$ cat config.mk
export PLATFORM = sky130hd
export DESIGN_NAME = dmem_arbiter
export DESIGN_NICKNAME = d
export VERILOG_FILES = /design/src/rtl/dmem_pkg.sv /design/src/rtl/dmem_rsp_pipe.sv /design/src/rtl/dmem_arbiter.sv
export SDC_FILE = /design/constraint.sdc
export NUM_CORES = 1
export LEC_CHECK = 0
export CAP_MARGIN = 20
export CORE_AREA = 2 2 100 102
export DETAILED_ROUTE_END_ITERATION = 12
export DIE_AREA = 0 0 102 104
export GPL_TIMING_DRIVEN = 0
export PLACE_DENSITY = 0.65
export SKIP_CTS_REPAIR_TIMING = 1
export SKIP_LAST_GASP = 1
export SYNTH_ARGS = -nofsm -noshare
export SYNTH_HDL_FRONTEND = slang
export SYNTH_SLANG_ARGS = --single-unit
$ cat constraint.sdc
create_clock -name CLK -period 1.88 [get_ports CLK]
set_input_delay 0.188 -clock CLK [delete_from_list [all_inputs] [get_ports CLK]]
set_output_delay 0.188 -clock CLK [all_outputs]
set_load 0.02 [all_outputs]
$ cat src/rtl/dmem_pkg.sv
// Shared types for the DMEM arbiter: byte-select encodings, request and
// response-tag structs, and the alignment helper used when
// DMEM_ARB_ALIGN_CHK_EN is defined.
package dmem_pkg;

   // Access size encodings as seen on BYTE_SEL (11 behaves as a word)
   typedef enum logic [1:0] {
      BS_BYTE     = 2'b00,
      BS_HALF     = 2'b01,
      BS_WORD     = 2'b10,
      BS_WORD_ALT = 2'b11
   } byte_sel_e;

   // Width of the address field carried in a request; the arbiter's ADDR_W
   // must not exceed this
   localparam int DMEM_ADDR_W = 14;

   // One DMEM access as presented by a requester
   typedef struct packed {
      logic                   we;
      logic [1:0]             byte_sel;
      logic                   sign;
      logic [DMEM_ADDR_W-1:0] addr;
      logic [31:0]            wdata;
   } dmem_req_t;

   // Bookkeeping that travels alongside an access until its response is due
   typedef struct packed {
      logic valid;
      logic port;
      logic is_read;
      logic err;
   } rsp_tag_t;

   localparam int RSP_TAG_W = $bits(rsp_tag_t);

   // A half access needs an even address, a word access a multiple of four
   function automatic logic is_misaligned(input logic [1:0] byte_sel,
                                          input logic [1:0] addr_lo);
      case (byte_sel)
         BS_BYTE: return 1'b0;
         BS_HALF: return addr_lo[0];
         default: return (addr_lo != 2'b00);
      endcase
   endfunction

endpackage

$ cat src/rtl/dmem_rsp_pipe.sv
// Response tag delay line: carries {valid, port, is_read, err} for RD_LAT
// cycles so the tag lines up with DMEM read data.
module dmem_rsp_pipe
   import dmem_pkg::*;
#(
   parameter int RD_LAT = 1
) (
   input  logic                 clk,
   input  logic                 rst_n,
   input  logic [RSP_TAG_W-1:0] tag_in,
   output logic [RSP_TAG_W-1:0] tag_out
);

   logic [RSP_TAG_W-1:0] stage_q [RD_LAT];
   logic [RSP_TAG_W-1:0] stage_d [RD_LAT];

   // Shift every stage down one slot; stage 0 always takes the new tag
   always_comb begin
      stage_d[0] = tag_in;
      for (int i = 1; i < RD_LAT; i++) begin
         stage_d[i] = stage_q[i-1];
      end
   end

   // Tag registers; reset drops any in-flight responses
   always_ff @(posedge clk or negedge rst_n) begin
      if (!rst_n) begin
         for (int i = 0; i < RD_LAT; i++) begin
            stage_q[i] <= '0;
         end
      end else begin
         for (int i = 0; i < RD_LAT; i++) begin
            stage_q[i] <= stage_d[i];
         end
      end
   end

   assign tag_out = stage_q[RD_LAT-1];

endmodule

$ cat src/rtl/dmem_arbiter.sv
// Two-port arbiter in front of the single-ported DMEM. Port 0 (load/store
// unit) has fixed priority; port 1 (debug/loader) is promoted after MAX_WAIT
// consecutive denied cycles. Read responses are routed back to the issuer.
// Optional feature macro: DMEM_ARB_ALIGN_CHK_EN rejects misaligned accesses
// with an ERR response instead of touching DMEM.
module dmem_arbiter
   import dmem_pkg::*;
#(
   parameter int ADDR_W   = 14,
   parameter int RD_LAT   = 1,
   parameter int MAX_WAIT = 8
) (
   input  logic              CLK,
   input  logic              RST_N,
   input  logic              P0_REQ,
   input  logic              P0_WE,
   input  logic [1:0]        P0_BYTE_SEL,
   input  logic              P0_SIGN,
   input  logic [ADDR_W-1:0] P0_ADDR,
   input  logic [31:0]       P0_WDATA,
   output logic              P0_GNT,
   output logic              P0_RVALID,
   output logic [31:0]       P0_RDATA,
   output logic              P0_ERR,
   input  logic              P1_REQ,
   input  logic              P1_WE,
   input  logic [1:0]        P1_BYTE_SEL,
   input  logic              P1_SIGN,
   input  logic [ADDR_W-1:0] P1_ADDR,
   input  logic [31:0]       P1_WDATA,
   output logic              P1_GNT,
   output logic              P1_RVALID,
   output logic [31:0]       P1_RDATA,
   output logic              P1_ERR,
   output logic              DM_RDEN,
   output logic              DM_WEN,
   output logic [1:0]        DM_BYTE_SEL,
   output logic              DM_SIGN,
   output logic [ADDR_W-1:0] DM_ADDR,
   output logic [31:0]       DM_DATA_IN,
   input  logic [31:0]       DM_DATA_OUT
);

   localparam int CNT_W = $clog2(MAX_WAIT + 1);

   logic [CNT_W-1:0]     wait_cnt_q, wait_cnt_d;
   logic                 starve;
   logic                 p0_gnt, p1_gnt, gnt_any, mis;
   dmem_req_t            p0_req, p1_req, req_sel;
   rsp_tag_t             tag_in, tag_out;
   logic [RSP_TAG_W-1:0] tag_in_v, tag_out_v;

   // Grant decision and DMEM request mux; DM_* idle at zero with no grant
   always_comb begin
      starve  = (wait_cnt_q == CNT_W'(MAX_WAIT));
      p0_gnt  = P0_REQ & ~(starve & P1_REQ);
      p1_gnt  = P1_REQ & (~P0_REQ | starve);
      gnt_any = p0_gnt | p1_gnt;

      p0_req = '{we: P0_WE, byte_sel: P0_BYTE_SEL, sign: P0_SIGN,
                 addr: DMEM_ADDR_W'(P0_ADDR), wdata: P0_WDATA};
      p1_req = '{we: P1_WE, byte_sel: P1_BYTE_SEL, sign: P1_SIGN,
                 addr: DMEM_ADDR_W'(P1_ADDR), wdata: P1_WDATA};
      req_sel = p1_gnt ? p1_req : p0_req;

`ifdef DMEM_ARB_ALIGN_CHK_EN
      mis = gnt_any & is_misaligned(req_sel.byte_sel, req_sel.addr[1:0]);
`else
      mis = 1'b0;
`endif

      DM_RDEN     = 1'b0;
      DM_WEN      = 1'b0;
      DM_BYTE_SEL = 2'b00;
      DM_SIGN     = 1'b0;
      DM_ADDR     = '0;
      DM_DATA_IN  = 32'h0;
      if (gnt_any) begin
         DM_RDEN     = ~req_sel.we & ~mis;
         DM_WEN      = req_sel.we & ~mis;
         DM_BYTE_SEL = req_sel.byte_sel;
         DM_SIGN     = req_sel.sign;
         DM_ADDR     = ADDR_W'(req_sel.addr);
         DM_DATA_IN  = req_sel.wdata;
      end

      tag_in = '{valid: gnt_any, port: p1_gnt,
                 is_read: gnt_any & ~req_sel.we, err: mis};
      tag_in_v = tag_in;
   end

   assign P0_GNT = p0_gnt;
   assign P1_GNT = p1_gnt;

   // Count consecutive denied cycles for port 1, saturating at MAX_WAIT
   always_comb begin
      wait_cnt_d = '0;
      if (P1_REQ & ~p1_gnt) begin
         wait_cnt_d = starve ? wait_cnt_q : wait_cnt_q + CNT_W'(1);
      end
   end

   // Starvation counter register
   always_ff @(posedge CLK or negedge RST_N) begin
      if (!RST_N) begin
         wait_cnt_q <= '0;
      end else begin
         wait_cnt_q <= wait_cnt_d;
      end
   end

   dmem_rsp_pipe #(
      .RD_LAT (RD_LAT)
   ) u_rsp_pipe (
      .clk     (CLK),
      .rst_n   (RST_N),
      .tag_in  (tag_in_v),
      .tag_out (tag_out_v)
   );

   // Route the matured tag and DMEM read data to the issuing port
   always_comb begin
      tag_out   = tag_out_v;
      P0_RVALID = tag_out.valid & ~tag_out.port & tag_out.is_read;
      P1_RVALID = tag_out.valid & tag_out.port & tag_out.is_read;
      P0_RDATA  = (P0_RVALID & ~tag_out.err) ? DM_DATA_OUT : 32'h0;
      P1_RDATA  = (P1_RVALID & ~tag_out.err) ? DM_DATA_OUT : 32'h0;
`ifdef DMEM_ARB_ALIGN_CHK_EN
      P0_ERR    = tag_out.valid & ~tag_out.port & tag_out.err;
      P1_ERR    = tag_out.valid & tag_out.port & tag_out.err;
`else
      P0_ERR    = 1'b0;
      P1_ERR    = 1'b0;
`endif
   end

endmodule

==> flow_summary.json, run 1 <==
{
  "synth_edf_count": 0,
  "synthCells": 162,
  "max_cap_viol_count": 0,
  "fp-row-count": 36,
  "port_buffers": 254,
  "dr_total_vias": 2306,
  "clock.fmax_mhz": 485,
  "syn2layout_area_growth_pct": 220,
  "synth-main-ff-cell": "dfrtp_1",
  "yosys.cell_count.top_type": "and2_1",
  "vias_per_cell": 4.11,
  "yosys-top-cells-area": "a22o_1 33%, and2_1 31%, dfrtp_1 13%",
  "fin_nets": 567,
  "drt-met1-wl_microns": 3010,
  "synth_seq_area_share_pct": 13.4,
  "routed.top_layer": "met4",
  "firstDrtPassIters": 4,
  "crit_arrival_ns": 1.88,
  "cts-buffers-inserted": 3,
  "seq_area_sq_um": 175,
  "required_ns": 1.69,
  "vdd_drop_max_mv": 0.141,
  "fin_crit_sh_pct": 110,
  "cts.path.max_buffers": 2,
  "wl_met2_microns": 4450,
  "dpl_cell_area_sq_um": 4020,
  "grt_pass1_wl_microns": 12500,
  "die_x_microns": 102,
  "drc": 0,
  "finalSetupViolCount": 52,
  "power_density_nw_per_um2": 304,
  "clk_latency_ns": 0.22,
  "finalHoldViolCount": 0,
  "wl_microns": 8610,
  "synth_cell_type_count": 21,
  "p_leak_nw": 2.78,
  "layout_min_cycle_time_ns": 2.06,
  "synth_top_area_share_pct": 33.5,
  "wl_met3_microns": 1120,
  "clock_skew_ns": 0.000187,
  "worstSetupPathType": "register to output port",
  "ys_ff_latch": 7,
  "postRouteAntennaNets": 0,
  "cts-root-buf": "clkbuf_8",
  "ys_warn_count": 0,
  "die_h_microns": 104,
  "coreArea_sq_um": 9550,
  "avgRoutedWirePerCell_microns": 15.4,
  "pin_count": 257,
  "dieArea_sq_um": 10600,
  "start_util_pct": 13.7,
  "layout-drive-gt1-share_pct": 20.8,
  "cts.reportedPaths.clkPinSlew_ns": 0.04,
  "cpMaxStageDelayCell": "dfrtp_1",
  "syn_area_sq_um": 1310,
  "htreeDepth": 1,
  "slowest_delay_ns": 0.39,
  "multi_input_area_sq_um": 1030,
  "grt_max_degree": 12,
  "crit_chain": "inv_2 -> ha_4 -> nand3b_4 -> o21ai_4 -> clkinv_4 -> buf_6 -> a22o_1 -> dlymetal6s2s_1",
  "syn_area_per_cell_sq_um": 8.08,
  "synthTopCellsByCount": "65 x and2_1, 50 x a22o_1, 7 x buf_4, 7 x dfrtp_1, 6 x clkbuf_1",
  "rsz0062_at_grt": "yes",
  "startpoint_type": "register",
  "drt-initial-drc-count": 41,
  "place_congestion": 0.776,
  "grtUsageTotal_pct": 14.8,
  "yosysTopAreaCell": "a22o_1",
  "drv_slew": 0,
  "crit_path_max_fanout": 10,
  "antenna_found_initial": 0,
  "outcome": "finished with violations",
  "cts_sinks": 7,
  "dpl.hpwl_microns": 7310,
  "async_flop_share_pct": 100,
  "grt_pass1_vias": 2319,
  "hp-class": "input port to async pin",
  "fin_area_sq_um": 4190,
  "worst_slack_ns": -0.183,
  "cts_tree": "built",
  "end_kind": "output port",
  "finalSetupTns_ns": -6.75,
  "n_antenna_cell": 0,
  "fillers": 968,
  "overflow": 0,
  "failed_checks": "setup timing"
}
==> flip-flops by register name, indices dropped and copies added (netlist names) <==
signal,count
u_rsp_pipe.tag_out,3
wait_cnt_q,4
==> cell families after synthesis <==
| logic type | after synthesis | share of synthesized area [%] |
|---|---|---|
| adder cells (fa/ha/maj) | 2 | 1.91 |
| other | 1 | 0.287 |
| flip-flops | 7 | 13.4 |
| XOR/XNOR | 2 | 1.34 |
| AND/OR/NAND/NOR | 75 | 36.4 |
| buffers and inverters | 22 | 11.2 |
| AO/OA/AOI/OAI | 53 | 35.5 |
==> power breakdown <==
group	total [mW]	leakage [nW]	internal, mW	switching (mW)
clock	0.205	0.0228	0.146	0.0586
combinational	0.911	2.66	0.523	0.388
sequential	0.161	0.0904	0.157	0.00351
total	1.28	2.78	0.827	0.450
==> worst max-delay path: cells and delay by family (launching register included) <==
family / cells / cell delay, ns
buf+inv: 4 / 0.60
fa+ha+maj: 1 / 0.13
flops: 1 / 0.39
simple gates: 1 / 0.10
compound gates: 2 / 0.43
==> path summary, 6_finish.rpt <==
check,from,endpoint,slack (ns),cells past startpoint
hold reg to reg,wait_cnt_q[0]$_DFFE_PN0P_,wait_cnt_q[0]$_DFFE_PN0P_,0.60,2
max in group asynchronous,RST_N,u_rsp_pipe.tag_out[2]$_DFF_PN0_,1.44,1
min in group CLK,wait_cnt_q[0]$_DFFE_PN0P_,wait_cnt_q[0]$_DFFE_PN0P_,0.60,2
hold / removal,RST_N,wait_cnt_q[2]$_DFFE_PN0P_,0.22,1
setup / recovery,wait_cnt_q[1]$_DFFE_PN0P_,DM_DATA_IN[19],-0.18,8
setup reg to reg,wait_cnt_q[1]$_DFFE_PN0P_,u_rsp_pipe.tag_out[2]$_DFF_PN0_,0.55,6
==> metrics by stage <==
| stage | worst slack, ns | hold slack, ns | power (mW) | util (%) | cells |
|---|---|---|---|---|---|
| 2_1_floorplan | 0.165 | -0.108 | 0.522 | - | 163 |
| 3_3_place_gp | -0.473 | 0.456 | 1.11 | 42.1 | 550 |
| 3_5_place_dp | -0.471 | 0.458 | 1.11 | 42.1 | 550 |
| 4_1_cts | -0.684 | 0.221 | 1.32 | 42.6 | 554 |
| 5_1_grt | -0.291 | 0.231 | 1.35 | 43.9 | 561 |
| 6_report | -0.183 | 0.215 | 1.28 | 43.9 | 561 |
==> metal layers <==
layer / vias to the layer above / GRT usage, %
li1: 1118 / -
met1: 1026 / 15.3
met2: 158 / 28.5
met3: 4 / 5.58
met4: 0 / 1.71
met5: - / 0
==> final cells by class <==
cell class | count | area share [%]
Buffer | 18 | 3.82
Clock buffer | 4 | 1.07
Inverter | 4 | 0.477
Multi-Input combinational cell | 134 | 24.7
Sequential cell | 7 | 4.18
Tap cell | 133 | 3.97
Timing Repair Buffer | 261 | 61.8
==> cell usage in the layout, fill, tap and decap left out, types with 2 or more instances in the layout <==
cell type and count:
dlymetal6s2s_1 60, clkdlybuf4s50_1 144, buf_2 26, buf_4 11, clkbuf_4 4, conb_1 2
clkbuf_16 2, a22o_1 50, dfrtp_1 7, and2_1 65, buf_8 2, clkbuf_8 3
clkbuf_2 16, and3_1 4, buf_6 14, inv_2 2
(Power assumes the default switching activity.)
==> run 2, diff against run 1 <==
Settings changed: ABC_AREA from default to 1, CORE_AREA 2 2 100 102 to 2 2 99 101, CTS_CLUSTER_SIZE from default to 25, DIE_AREA 0 0 102 104 to 0 0 101 103, PLACE_DENSITY 0.65 to 0.7.
==> run 2 against run 1 <==
Net effect: total power up 29%; area after synthesis up 25%; highest routed layer unchanged; sequential share of layout area down 0.94 points; core utilization up 13 points; critical path type unchanged; maximum frequency up 2.5%; via count up 35%; first-iteration DRC count down 12%; flip-flop and latch count unchanged; die area down 1.9%; the run still ends with setup timing left; synthesized cell count up 98%; combinational power up 39%; cell count up 29%.
==> flow_summary.json, run 2 <==
{
  "outcome": "finished with violations",
  "failed_checks": "setup timing",
  "finalHoldViolCount": 0,
  "synth_top_area_share_pct": 22.4,
  "cts-buffers-inserted": 3,
  "finalSetupViolCount": 24,
  "grt_max_degree": 12,
  "cts_tree": "built",
  "synth-compound-area-share_pct": 2.97,
  "dr_total_vias": 3102,
  "grtUsageTotal_pct": 14.8,
  "slew_headroom_pct": 54.9,
  "place_congestion": 0.864,
  "largest_reg_flops": 4,
  "clock_skew_ns": 0.000861,
  "vias_per_cell": 4.30,
  "antenna_found_initial": 1,
  "die_x_microns": 101,
  "reg2reg_slack_ns": 0.25,
  "port_buffers": 252,
  "clk_latency_ns": 0.23,
  "die_h_microns": 103,
  "pin_count": 257,
  "fp-row-count": 36,
  "yosys-top-cells-area": "nand2_1 22%, nor2_1 17%, nand3_1 14%",
  "drt-initial-drc-count": 36,
  "ys_ff_latch": 7,
  "largest-register": "wait_cnt_q",
  "final_cell_mix": "135 x clkdlybuf4s50_1, 71 x nor2_1, 65 x dlymetal6s2s_1",
  "synth_cell_type_count": 24,
  "worstSetupPathType": "register to output port",
  "cts.reportedPaths.clkPinSlew_ns": 0.04,
  "async_flop_share_pct": 100,
  "grt_pass1_wl_microns": 12300,
  "startpoint_type": "register",
  "cts.path.max_buffers": 2,
  "end_kind": "output port",
  "synth_edf_count": 0,
  "firstDrtPassIters": 4,
  "wl_microns": 10200,
  "clock.fmax_mhz": 497,
  "finalSetupTns_ns": -1.13,
  "layout-drive-gt1-share_pct": 32.8,
  "postRouteAntennaNets": 0,
  "synth_seq_area_share_pct": 10.7,
  "coreArea_sq_um": 9460,
  "syn_area_per_cell_sq_um": 5.13,
  "hp-class": "input port to async pin",
  "syn_area_sq_um": 1640,
  "dpl.hpwl_microns": 7600,
  "cts-root-buf": "clkbuf_8",
  "power_density_nw_per_um2": 304,
  "rsz0062_at_grt": "yes",
  "worstMarginPinSlew_ns": 0.677,
  "grt_pass1_vias": 2684,
  "synthSimpleGateAreaFrac_pct": 62.2,
  "start_util_pct": 17.3,
  "synthCells": 320,
  "fillers": 861,
  "crit_arrival_ns": 1.82,
  "vdd_drop_max_mv": 0.155,
  "drv_slew": 0,
  "final_common_cell": "clkdlybuf4s50_1",
  "p_leak_nw": 3.66,
  "fin_crit_sh_pct": 107,
  "synth_fa_ha_area_share_pct": 1.53,
  "layout_min_cycle_time_ns": 2.01,
  "yosysTopAreaCell": "nand2_1",
  "synth_top_family_by_area": "simple AND/OR/NAND/NOR gates",
  "crit_path_max_fanout": 5,
  "worst_slack_ns": -0.133,
  "synth-main-ff-cell": "dfrtp_1",
  "required_ns": 1.69,
  "avgRoutedWirePerCell_microns": 14.2,
  "max_cap_viol_count": 0,
  "synthTopCellsByCount": "98 x nand2_1, 73 x nor2_1, 46 x nand3_1",
  "overflow": 0,
  "yosys.cell_count.top_type": "nand2_1",
  "syn2layout_area_growth_pct": 230,
  "cts_sinks": 7,
  "power_mw": 1.65,
  "synth_mux_area_share_pct": 0,
  "fin_nets": 746,
  "dieArea_sq_um": 10400,
  "ys_warn_count": 0,
  "drc": 0,
  "htreeDepth": 1,
  "synth_xor_area_share_pct": 1.07
}
run 2: changes by cell type in the layout (fill, tap and decap cells not counted), moves of 36 or more:
cell,previous run,this run
and2_1,65,0
nor2_1,0,71
a22o_1,50,0
nand2_2,0,39
nand2_1,1,39
inv_1,1,41
buf_6,14,50
run 2: through the flow:
step / hold slack (ns) / util [%] / cells / cell area (sq um) / setup WS [ns]
6_report: 0.223 / 57.3 / 722 / 5420 / -0.133
5_1_grt: 0.250 / 57.3 / 722 / 5420 / -0.226
4_1_cts: 0.231 / 46.0 / 691 / 4350 / -0.552
3_5_place_dp: 0.468 / 45.6 / 687 / 4310 / -0.305
3_3_place_gp: 0.457 / 45.6 / 687 / 4310 / -0.288
2_1_floorplan: -0.108 / - / 321 / 1640 / 0.293
run 2: layout make-up:
class / instances / area, sq um / area share [%]
diodes: 1 / 2.50 / 0.0462
plain buffers: 25 / 244 / 4.50
clock buffers: 4 / 45.0 / 0.831
inverters: 45 / 181 / 3.35
multi-input cells: 245 / 1490 / 27.5
flip-flops and latches: 7 / 175 / 3.23
well taps: 114 / 143 / 2.63
repair buffers: 281 / 3140 / 57.9
run 2: final timing paths:
kind	from	end	cells after the start
max	wait_cnt_q[0]$_DFFE_PN0P_	DM_ADDR[8]	12
min	RST_N	u_rsp_pipe.tag_out[2]$_DFF_PN0_	1
max reg2reg	wait_cnt_q[0]$_DFFE_PN0P_	wait_cnt_q[2]$_DFFE_PN0P_	10
min reg2reg	wait_cnt_q[0]$_DFFE_PN0P_	wait_cnt_q[0]$_DFFE_PN0P_	2
max in group asynchronous	RST_N	u_rsp_pipe.tag_out[3]$_DFF_PN0_	1
min in group CLK	P1_REQ	wait_cnt_q[0]$_DFFE_PN0P_	3
run 2: kinds of logic (layout without fill, tap and decap cells):
logic type               after synthesis  after routing
AND/OR/NAND/NOR                      232            233
buffers and inverters                 70            355
flip-flops                             7              7
AO/OA/AOI/OAI                          6              6
adder cells (fa/ha/maj)                2              2
XOR/XNOR                               2              2
other                                  1              3
run 2: where the power goes:
group | internal (mW) | switching [mW]
sequential | 0.157 | 0.00335
combinational | 0.693 | 0.578
clock | 0.147 | 0.0658
total | 0.998 | 0.648
run 2: metal layers:
layer	routed length, microns	global-route usage [%]
met4	76	5.09
met3	1050	4.95
met1	3370	14.3
met2	5740	29.1
met5	0	0
run 2: worst max-delay path, cell delays in order, from the launching register on:
cell and delay [ns]:
dfrtp_1 0.40, inv_2 0.06, ha_4 0.16, nand3_4 0.08, nand2_8 0.08, nand2_8 0.11, clkinv_8 0.07, buf_12 0.12
buf_12 0.11, clkbuf_16 0.15, nand2_1 0.05, nand2_1 0.06, buf_6 0.13
==> run 3, diff against run 2 <==
Settings changed: RECOVER_POWER from default to 50, TNS_END_PERCENT from default to 1.
==> run 3 against run 2 <==
Net effect: the flow still finishes with violations (setup timing); maximum frequency fell by 4.9%; flip-flop and latch count did not move; routed wire length fell by 13%; global-route usage did not move; sequential share of layout area rose by 0.66 points; cell count fell by 4.2%; critical endpoint is now P0_RDATA[10]; first-iteration DRC count rose by 64%; critical path depth fell by 7; via count fell by 5.9%.
==> flow_summary.json, run 3 (synthesized netlist as in run 2, its figures left out) <==
{
  "cts_sinks": 7,
  "grt_max_degree": 12,
  "required_ns": 1.69,
  "dieArea_sq_um": 10400,
  "overflow": 0,
  "drc": 0,
  "fin_crit_sh_pct": 113,
  "coreArea_sq_um": 9460,
  "cts-root-buf": "clkbuf_8",
  "htreeDepth": 1,
  "vias_per_cell": 4.22,
  "p_switching_uw": 543,
  "postRouteAntennaNets": 0,
  "crit_arrival_ns": 1.93,
  "firstDrtPassIters": 6,
  "largest_reg_flops": 4,
  "finalHoldViolCount": 0,
  "finalSetupViolCount": 106,
  "startpoint_type": "register",
  "power_density_nw_per_um2": 313,
  "internal_power_uw": 863,
  "clkPwrFrac_pct": 14.9,
  "cts_tree": "built",
  "worstSetupPathType": "register to output port",
  "port_buffers": 252,
  "clk_latency_ns": 0.23,
  "clock.fmax_mhz": 473,
  "fin_area_sq_um": 4500,
  "final_common_cell": "clkdlybuf4s50_1",
  "outcome": "finished with violations",
  "pin_count": 257,
  "regToRegStartpoint": "wait_cnt_q[0]$_DFFE_PN0P_",
  "grt_pass1_wl_microns": 12300,
  "largest-register": "wait_cnt_q",
  "vdd_drop_max_mv": 0.126,
  "final_cell_mix": "197 x clkdlybuf4s50_1, 98 x nand2_1, 73 x nor2_1",
  "wl_microns": 8860,
  "crit_path_max_fanout": 10,
  "p_leak_nw": 2.71,
  "max_cap_viol_count": 0,
  "die_h_microns": 103,
  "syn2layout_area_growth_pct": 174,
  "slew_headroom_pct": 66.6,
  "avgRoutedWirePerCell_microns": 12.8,
  "cts.path.max_buffers": 2,
  "cts-buffers-inserted": 3,
  "place_congestion": 0.864,
  "fin_nets": 716,
  "grt_pass1_vias": 2684,
  "power_frac_seq_pct": 11.5,
  "comb_power_share_pct": 73.6,
  "fp-row-count": 36,
  "place_ws_ns": -0.305,
  "layout_min_cycle_time_ns": 2.12,
  "clock_skew_ns": 0.000461,
  "worst_slack_ns": -0.236,
  "dpl_cell_area_sq_um": 4310,
  "die_x_microns": 101,
  "hp-class": "input port to async pin",
  "rr_worst_depth": 7,
  "cts.reportedPaths.clkPinSlew_ns": 0.04,
  "rsz0062_at_grt": "yes",
  "worstMarginPinSlew_ns": 0.500,
  "end_kind": "output port",
  "start_util_pct": 17.3,
  "dr_total_vias": 2919,
  "r2r-end": "wait_cnt_q[2]$_DFFE_PN0P_",
  "sw_frac_of_total_pct": 38.6,
  "grtUsageTotal_pct": 14.8,
  "dpl.hpwl_microns": 7600,
  "drt-initial-drc-count": 59,
  "antenna_found_initial": 1,
  "dp_cells": 687,
  "layout-drive-gt1-share_pct": 6.93,
  "reg2reg_slack_ns": 0.52,
  "fillers": 953,
  "drv_slew": 0,
  "finalNonFillerCells": 692,
  "finalSetupTns_ns": -12.23,
  "failed_checks": "setup timing"
}
## run 3: cell type report
class	instances	area, sq um	area share, %
multi-input cells	244	1120	24.9
repair buffers	252	2660	59.1
inverters	45	171	3.81
flip-flops and latches	7	175	3.90
well taps	114	143	3.17
clock buffers	4	45.0	1.00
plain buffers	25	181	4.04
diodes	1	2.50	0.0557
## run 3: power groups by stage
stage / combinational (mW) / sequential (mW) / clock, mW
2_1_floorplan: 0.442 / 0.162 / 0
3_3_place_gp: 1.06 / 0.163 / 0
3_5_place_dp: 1.06 / 0.163 / 0
4_1_cts: 1.07 / 0.161 / 0.214
5_1_grt: 1.11 / 0.162 / 0.225
6_report: 1.03 / 0.161 / 0.209
## run 3: worst max path at each step
stage / depth (start not counted) / end / start
global placement: 9 / DM_ADDR[4] / wait_cnt_q[0]$_DFFE_PN0P_
global route: 5 / P0_RDATA[10] / u_rsp_pipe.tag_out[2]$_DFF_PN0_
finish: 5 / P0_RDATA[10] / u_rsp_pipe.tag_out[2]$_DFF_PN0_
CTS: 10 / DM_ADDR[2] / wait_cnt_q[0]$_DFFE_PN0P_
floorplan: 8 / DM_ADDR[7] / wait_cnt_q[0]$_DFFE_PN0P_
detailed placement: 10 / DM_ADDR[2] / wait_cnt_q[0]$_DFFE_PN0P_
## run 3: through the flow
step / power [mW] / hold slack, ns / utilization, %
after CTS: 1.44 / 0.231 / 46.0
final: 1.41 / 0.293 / 47.5
after floorplan: 0.604 / -0.108 / -
after global placement: 1.22 / 0.457 / 45.6
after detailed placement: 1.23 / 0.468 / 45.6
after global routing: 1.50 / 0.320 / 47.5
## run 3: critical path: stages, from the launching register on
cell	delay (ns)
dfrtp_1	0.38
nor3_2	0.21
inv_1	0.12
buf_2	0.20
nor2_1	0.16
clkdlybuf4s50_1	0.63
## run 3: metal layers
metal  wire length, microns  share of wire (%)  global-route usage (%)  vias up
met1                   3020                 34                    14.3     1274
met2                   4710                 53                    29.1      165
li1                       -                  -                       -     1473
met4                    114                1.3                    5.09        0
met3                   1020                 11                    4.95        7
met5                      0                  0                       0        -
